**config.mk**
```make
export PLATFORM = sky130hd
export DESIGN_NAME = kirby_scene_ctrl
export DESIGN_NICKNAME = d
export VERILOG_FILES = /design/src/rtl/kirby_scene_pkg.sv /design/src/rtl/kirby_scene_ctrl_frame_tick_gen.sv /design/src/rtl/kirby_scene_ctrl.sv
export SDC_FILE = /design/constraint.sdc
export NUM_CORES = 1
export LEC_CHECK = 0
export CAP_MARGIN = 10
export CORE_MARGIN = 1
export CORE_UTILIZATION = 40
export CTS_BUF_LIST = sky130_fd_sc_hd__clkbuf_4 sky130_fd_sc_hd__clkbuf_8 sky130_fd_sc_hd__clkbuf_16
export DETAILED_ROUTE_END_ITERATION = 10
export SYNTH_ARGS = -nofsm -noshare
export SYNTH_HDL_FRONTEND = slang
export SYNTH_SLANG_ARGS = --single-unit
export TNS_END_PERCENT = 20
```
**constraint.sdc**
```tcl
create_clock -name Clk -period 3.8 [get_ports Clk]
set_clock_uncertainty 0.1 [all_clocks]
set_input_delay 0.95 -clock Clk [delete_from_list [all_inputs] [get_ports Clk]]
set_output_delay 0.95 -clock Clk [all_outputs]
set_load 0.01 [all_outputs]
```
**src/rtl/kirby_scene_pkg.sv**
```systemverilog
// -----------------------------------------------------------------------------
// kirby_scene_pkg
// Shared types and constants for the Kirby scene controller:
//   scene_state_t  - top-level scene FSM states
//   kirby_state_t  - encodings driven on Kirby_state (NORMAL/INHOLE/DAMAGE)
//   MAP_LAST       - index of the final area map
//   START_KEY_DEFAULT - default keycode that leaves the title screen
//   cnt_width()    - counter width helper (never narrower than one bit)
// -----------------------------------------------------------------------------
package kirby_scene_pkg;

  typedef enum logic [2:0] {
    S_TITLE      = 3'd0,
    S_PLAY       = 3'd1,
    S_TRANSITION = 3'd2,
    S_WIN        = 3'd3,
    S_GAME_OVER  = 3'd4
  } scene_state_t;

  typedef enum logic [1:0] {
    K_NORMAL = 2'd0,
    K_INHOLE = 2'd1,
    K_DAMAGE = 2'd2
  } kirby_state_t;

  localparam logic [1:0] MAP_LAST          = 2'd2;
  localparam logic [7:0] START_KEY_DEFAULT = 8'h28;
  localparam logic [1:0] LIVES_INIT        = 2'd3;

  // Width of a down-counter whose largest loaded value is max_val-1.
  function automatic int cnt_width(input int max_val);
    return (max_val > 1) ? $clog2(max_val) : 1;
  endfunction

endpackage

```
**src/rtl/kirby_scene_ctrl_frame_tick_gen.sv**
```systemverilog
// -----------------------------------------------------------------------------
// frame_tick_gen
// Brings the VGA frame strobe into the Clk domain through two flops and emits
// a one-Clk pulse on every rising edge of the synchronised strobe.
// Ports:
//   clk        - system clock
//   reset      - synchronous active-high reset (clears all three flops)
//   frame_clk  - frame strobe, asynchronous to clk
//   frame_tick - single-cycle pulse per frame
// -----------------------------------------------------------------------------
module frame_tick_gen (
  input  logic clk,
  input  logic reset,
  input  logic frame_clk,
  output logic frame_tick
);

  logic sync1_r;
  logic sync2_r;
  logic prev_r;

  // Two-flop synchroniser followed by a delay flop for edge detection.
  always_ff @(posedge clk) begin
    if (reset) begin
      sync1_r <= 1'b0;
      sync2_r <= 1'b0;
      prev_r  <= 1'b0;
    end else begin
      sync1_r <= frame_clk;
      sync2_r <= sync1_r;
      prev_r  <= sync2_r;
    end
  end

  // All flops clear on reset, so no pulse can appear right after release.
  assign frame_tick = sync2_r & ~prev_r;

endmodule

```
**src/rtl/kirby_scene_ctrl.sv**
```systemverilog
// -----------------------------------------------------------------------------
// kirby_scene_ctrl
// Scene sequencer for the Kirby game: title screen, play across three maps,
// map transitions, damage/lives handling, the star reward and win/game-over
// holds. All decisions are taken on a frame tick and appear one Clk later.
// Ports:
//   Clk, Reset      - system clock, synchronous active-high reset
//   frame_clk       - VGA frame strobe (asynchronous)
//   keycode         - current keyboard keycode
//   kirby_hit, kirby_at_door, kirby_in_hole, boss_defeated, star_collected
//                   - game-logic event levels, sampled on frame ticks only
//   Gamestart       - 0 title screen, 1 in-game layers
//   Map_idx         - active map 0..2
//   Kirby_state     - 0 normal, 1 in hole, 2 damage
//   Star_appear     - star layer enable
//   Lives           - remaining lives
// Build option: define STAR_BLINK_EN to blink the armed star every 8 ticks.
// -----------------------------------------------------------------------------
module kirby_scene_ctrl
  import kirby_scene_pkg::*;
#(
  parameter int         DAMAGE_FRAMES     = 60,
  parameter int         TRANSITION_FRAMES = 30,
  parameter logic [7:0] START_KEY         = START_KEY_DEFAULT
) (
  input  logic       Clk,
  input  logic       Reset,
  input  logic       frame_clk,
  input  logic [7:0] keycode,
  input  logic       kirby_hit,
  input  logic       kirby_at_door,
  input  logic       kirby_in_hole,
  input  logic       boss_defeated,
  input  logic       star_collected,
  output logic       Gamestart,
  output logic [1:0] Map_idx,
  output logic [1:0] Kirby_state,
  output logic       Star_appear,
  output logic [1:0] Lives
);

  localparam int DW = cnt_width(DAMAGE_FRAMES);
  localparam int TW = cnt_width(TRANSITION_FRAMES);
  localparam logic [DW-1:0] DMG_LOAD = DW'(DAMAGE_FRAMES - 1);
  localparam logic [DW-1:0] DMG_ONE  = DW'(1);
  localparam logic [TW-1:0] TR_LOAD  = TW'(TRANSITION_FRAMES - 1);
  localparam logic [TW-1:0] TR_ONE   = TW'(1);

  logic          frame_tick;
  scene_state_t  scene_r;
  logic [TW-1:0] frame_cnt_r;
  logic [DW-1:0] dmg_cnt_r;
  logic          star_armed_r;
  logic          blink_flip;

  logic          hit_ev;
  logic          star_ev;
  logic          door_ev;
  logic          boss_ev;
  logic [1:0]    hole_state;

  frame_tick_gen u_tick (
    .clk        (Clk),
    .reset      (Reset),
    .frame_clk  (frame_clk),
    .frame_tick (frame_tick)
  );

  // Events that would actually take effect; ignored events never mask
  // lower-priority ones.
  assign hit_ev     = kirby_hit & (Kirby_state != K_DAMAGE);
  assign star_ev    = star_collected & star_armed_r;
  assign door_ev    = kirby_at_door & (Map_idx < MAP_LAST);
  assign boss_ev    = boss_defeated & (Map_idx == MAP_LAST) & ~star_armed_r;
  assign hole_state = kirby_in_hole ? K_INHOLE : K_NORMAL;

`ifdef STAR_BLINK_EN
  logic [2:0] blink_cnt_r;

  // Counts play ticks while the star is armed; flips the star every 8th.
  always_ff @(posedge Clk) begin
    if (Reset) begin
      blink_cnt_r <= 3'd0;
    end else if (frame_tick && (scene_r == S_PLAY) && star_armed_r) begin
      blink_cnt_r <= blink_cnt_r + 3'd1;
    end else if (!star_armed_r) begin
      blink_cnt_r <= 3'd0;
    end
  end

  assign blink_flip = (blink_cnt_r == 3'd7);
`else
  assign blink_flip = 1'b0;
`endif

  // Scene FSM with the Kirby sub-FSM folded into PLAY; all outputs registered.
  always_ff @(posedge Clk) begin
    if (Reset) begin
      scene_r      <= S_TITLE;
      frame_cnt_r  <= '0;
      dmg_cnt_r    <= '0;
      star_armed_r <= 1'b0;
      Gamestart    <= 1'b0;
      Map_idx      <= 2'd0;
      Kirby_state  <= K_NORMAL;
      Star_appear  <= 1'b0;
      Lives        <= LIVES_INIT;
    end else if (frame_tick) begin
      case (scene_r)
        S_TITLE: begin
          if (keycode == START_KEY) begin
            scene_r   <= S_PLAY;
            Gamestart <= 1'b1;
          end
        end

        S_PLAY: begin
          // Baseline Kirby update; a hit below overrides it.
          if (Kirby_state == K_DAMAGE) begin
            if (dmg_cnt_r == '0) begin
              Kirby_state <= hole_state;
            end else begin
              dmg_cnt_r <= dmg_cnt_r - DMG_ONE;
            end
          end else begin
            Kirby_state <= hole_state;
          end

          if (star_armed_r && blink_flip) begin
            Star_appear <= ~Star_appear;
          end

          if (hit_ev) begin
            Kirby_state <= K_DAMAGE;
            dmg_cnt_r   <= DMG_LOAD;
            if (Lives == 2'd1) begin
              Lives        <= 2'd0;
              scene_r      <= S_GAME_OVER;
              frame_cnt_r  <= TR_LOAD;
              star_armed_r <= 1'b0;
              Star_appear  <= 1'b0;
            end else begin
              Lives <= Lives - 2'd1;
            end
          end else if (star_ev) begin
            scene_r      <= S_WIN;
            frame_cnt_r  <= TR_LOAD;
            star_armed_r <= 1'b0;
            Star_appear  <= 1'b0;
          end else if (door_ev) begin
            scene_r     <= S_TRANSITION;
            frame_cnt_r <= TR_LOAD;
            Kirby_state <= K_NORMAL;
            dmg_cnt_r   <= '0;
          end else if (boss_ev) begin
            star_armed_r <= 1'b1;
            Star_appear  <= 1'b1;
          end
        end

        S_TRANSITION: begin
          Kirby_state <= K_NORMAL;
          if (frame_cnt_r == '0) begin
            scene_r <= S_PLAY;
            if (Map_idx < MAP_LAST) begin
              Map_idx <= Map_idx + 2'd1;
            end
          end else begin
            frame_cnt_r <= frame_cnt_r - TR_ONE;
          end
        end

        S_WIN, S_GAME_OVER: begin
          if (frame_cnt_r == '0) begin
            scene_r      <= S_TITLE;
            dmg_cnt_r    <= '0;
            star_armed_r <= 1'b0;
            Gamestart    <= 1'b0;
            Map_idx      <= 2'd0;
            Kirby_state  <= K_NORMAL;
            Star_appear  <= 1'b0;
            Lives        <= LIVES_INIT;
          end else begin
            frame_cnt_r <= frame_cnt_r - TR_ONE;
          end
        end

        default: begin
          scene_r <= S_TITLE;
        end
      endcase
    end
  end

endmodule

```
==> metrics.log <==
[metrics] outcome: finished clean
[metrics] sequential fraction of the synthesis area: 30.2%
[metrics] unrepaired setup endpoints after global routing: no
[metrics] VDD IR-drop max: 0.000158 V
[metrics] met1 demand-to-capacity share in global routing: 30.8%
[metrics] number of synthesized flops with an enable pin: 0
[metrics] max-cap violation count: 0
[metrics] number of global-route vias before repair: 1473
[metrics] #FFs+latches synth: 25
[metrics] Achievable Freq: 369 MHz
[metrics] IO buf count: 23
[metrics] total negative setup slack: 0 ns
[metrics] CP Data Arrival Time: 2.77 ns
[metrics] async set-reset flop share out of synthesis: 0%
[metrics] crit-path cells: clkdlybuf4s50_1, nor2b_1, a211oi_1, o21ai_0, nand3_1, a2111oi_0
[metrics] number of nets with antenna violations after routing: 0
[metrics] initial antenna violation count: 0
[metrics] Static Leak: 0.713 nW
[metrics] wire length per cell after detailed routing: 14.7 um
[metrics] number of buffers on the longest clock path: 2
[metrics] Least-Margin Pin Slew: 0.707 ns
[metrics] number of inserted filler cells in the final layout: 400
[metrics] worst-skew pair later-pin latency: 0.27 ns
[metrics] gr ovfl total: 0
[metrics] number of instances in the synthesized netlist: 217
[metrics] final period utilization: 71.4%
[metrics] root buffer cell: sky130_fd_sc_hd__clkbuf_8
[metrics] mean instance size in the synthesized netlist: 7.65 um2
[metrics] global-route wire length before repair: 7090 um
[metrics] library cells used by synthesis: 53
[metrics] Num CTS Buffers: 3
[metrics] post-layout minimum cycle time: 2.71 ns
[metrics] most used routing layer in global routing: met2
[metrics] Yosys top cell by area: sky130_fd_sc_hd__dfxtp_1
[metrics] total count of max-transition violations in the final report: 0
[metrics] number of failing hold endpoints at the final stage: 0
[metrics] count of TritonRoute iterations in the first routing pass: 5
[metrics] number of ports placed on the die boundary: 24
[metrics] area fraction of the dominant cell type after synthesis: 30.2%
[metrics] drt drc: 0
[metrics] row cnt: 23
[metrics] chip height: 66.4 um
[metrics] final WL: 4180 um
[metrics] path category of the worst min-delay check: reg -> reg
[metrics] half-perimeter wire length after placement: 3140 um
[metrics] critical path peak fanout: 4
[metrics] headroom to the max-slew limit: 52.7%
[metrics] biggest cell delay along the critical path: 0.48 ns
[metrics] post-cts gate resize count: 0
[metrics] average via count per standard cell: 5.67
[metrics] TritonCTS clock tree: done
[metrics] RePlAce Congestion: 0.859
[metrics] width of the die: 66.4 um
[metrics] total power divided by cell area: 240 nW/um2
[metrics] final-stage net count: 257
[metrics] met3 track demand over resource in global routing: 2.93%
[metrics] largest net degree at the start of global routing: 18
[metrics] number of DRC markers after the initial detailed-route iteration: 86
[metrics] PnR Total Power: 0.000470 W
[metrics] DR vias: 1611
[metrics] # placed instances: 280
[metrics] flip-flop cell with the highest count after synthesis: sky130_fd_sc_hd__dfxtp_1
[metrics] Layout area overhead: 18.3%
[metrics] Mapped Area: 1660 um2
[metrics] effective utilization at floorplan: 41.5%
[metrics] clock slew seen by the registers of the worst setup and hold paths: 0.09 ns
[metrics] most common library cells after synthesis: sky130_fd_sc_hd__dfxtp_1, sky130_fd_sc_hd__nor2_1, sky130_fd_sc_hd__a21oi_1, sky130_fd_sc_hd__nand2_1, sky130_fd_sc_hd__nor3_1
[metrics] Antenna Cells: 0
[metrics] Layout Cells excl Fill: 284
[metrics] cell with the biggest individual delay on the critical path: sky130_fd_sc_hd__clkdlybuf4s50_1
[metrics] synth warn: 0
[metrics] Multi-input gate area: 1080 um2
[metrics] Num Clock Sinks: 25
[metrics] share of the core filled with cells in the final layout: 49.1%
[metrics] Reg area: 500 um2
[metrics] floorplan die area: 4410 um2
[metrics] global-route met2 utilization: 31.0%
[metrics] element type at the critical path start: input port
[metrics] nets in the synthesized netlist: 239
[metrics] Setup Crit Path Kind: in -> reg
[metrics] post-CTS setup buffers: 0
[metrics] Setup crit end kind: flop
[metrics] dominant cells by area after synthesis: sky130_fd_sc_hd__dfxtp_1, sky130_fd_sc_hd__a21oi_1, sky130_fd_sc_hd__nor2_1, sky130_fd_sc_hd__ha_1, sky130_fd_sc_hd__nand2_1
[metrics] H-tree depth reported by CTS: 1
[metrics] critical path data required time: 3.86 ns
[metrics] Hold Buf Count CTS: 0
[metrics] final setup fails: 0
[metrics] Core Box Area: 4000 um2
[metrics] fraction of layout instances using a drive strength above 1: 6.84%
[metrics] combined global-route utilization of all metal layers: 20.9%
[path summary, 6_finish.rpt]
kind | from | endpoint | slack [ns] | cells past startpoint
min | u_tick.sync1_r | u_tick.sync2_r | 0.35 | 1
max reg2reg | frame_cnt_r[0] | Kirby_state[0] | 1.34 | 7
max | kirby_at_door | frame_cnt_r[4] | 1.09 | 6
min reg2reg | u_tick.sync1_r | u_tick.sync2_r | 0.35 | 1
[worst max-delay path, delay by kind of cell]
kind            cells  cell delay [ns]
compound gates      3             0.89
buf+inv             1             0.48
simple gates        2             0.44
[metal layers]
metal | vias up | share of wire [%]
met1 | 738 | 54
met3 | 4 | 3.5
met2 | 33 | 42
met5 | - | 0
li1 | 836 | -
met4 | 0 | 0.81
[layout make-up]
class	instances	area share [%]
multi-input combinational	171	54.9
tap	50	3.19
sequential	25	25.5
clock inverter	1	0.255
clock buffer	3	2.10
timing repair buffer	24	12.1
inverter	10	1.91
[where the power goes]
| group | internal, W | switching (W) |
|---|---|---|
| Combinational | 0.0000215 | 0.0000214 |
| Sequential | 0.000263 | 0.000000443 |
| Clock | 0.0000735 | 0.0000904 |
[per-stage QoR]
stage	instance area, um2	setup WS [ns]	hold slack (ns)
3_3_place_gp	1920	0.782	0.317
6_report	1960	1.09	0.346
5_1_grt	1960	0.737	0.362
3_5_place_dp	1920	0.808	0.328
4_1_cts	1960	1.09	0.351
2_1_floorplan	1660	1.49	0.314
[kinds of logic after synthesis]
family	synth area share, %
fa+ha+maj	4.52
mux	1.21
compound gates	22.9
flops	30.2
simple gates	36.4
buf+inv	4.83
[registers in the layout (all words and copies together) (netlist names)]
signal / count
Gamestart: 1
Lives: 2
u_tick.sync1_r: 1
frame_cnt_r: 5
u_tick.sync2_r: 1
dmg_cnt_r: 6
scene_r: 3
Map_idx: 2
u_tick.prev_r: 1
star_armed_r: 1
Kirby_state: 2
[cells in the final DEF (no fill, tap or decap), types with 3 or more instances in the layout]
master	synthesis	routed
sky130_fd_sc_hd__dfxtp_1	25	25
sky130_fd_sc_hd__nor2_1	25	25
sky130_fd_sc_hd__clkdlybuf4s50_1	0	23
sky130_fd_sc_hd__nand2_1	19	19
sky130_fd_sc_hd__a21oi_1	19	19
sky130_fd_sc_hd__nor3_1	11	11
sky130_fd_sc_hd__inv_1	10	10
sky130_fd_sc_hd__nor4_1	9	9
sky130_fd_sc_hd__nand2b_1	7	7
sky130_fd_sc_hd__nor2b_1	6	6
sky130_fd_sc_hd__ha_1	6	6
sky130_fd_sc_hd__a211oi_1	5	5
sky130_fd_sc_hd__nand3_1	5	5
sky130_fd_sc_hd__or3_1	4	4
sky130_fd_sc_hd__a2111oi_0	4	4
sky130_fd_sc_hd__nor4b_1	3	3
sky130_fd_sc_hd__o21ai_0	3	3
sky130_fd_sc_hd__nand4_1	3	3
sky130_fd_sc_hd__clkbuf_8	0	3
Power figures use the tool's default switching activity.
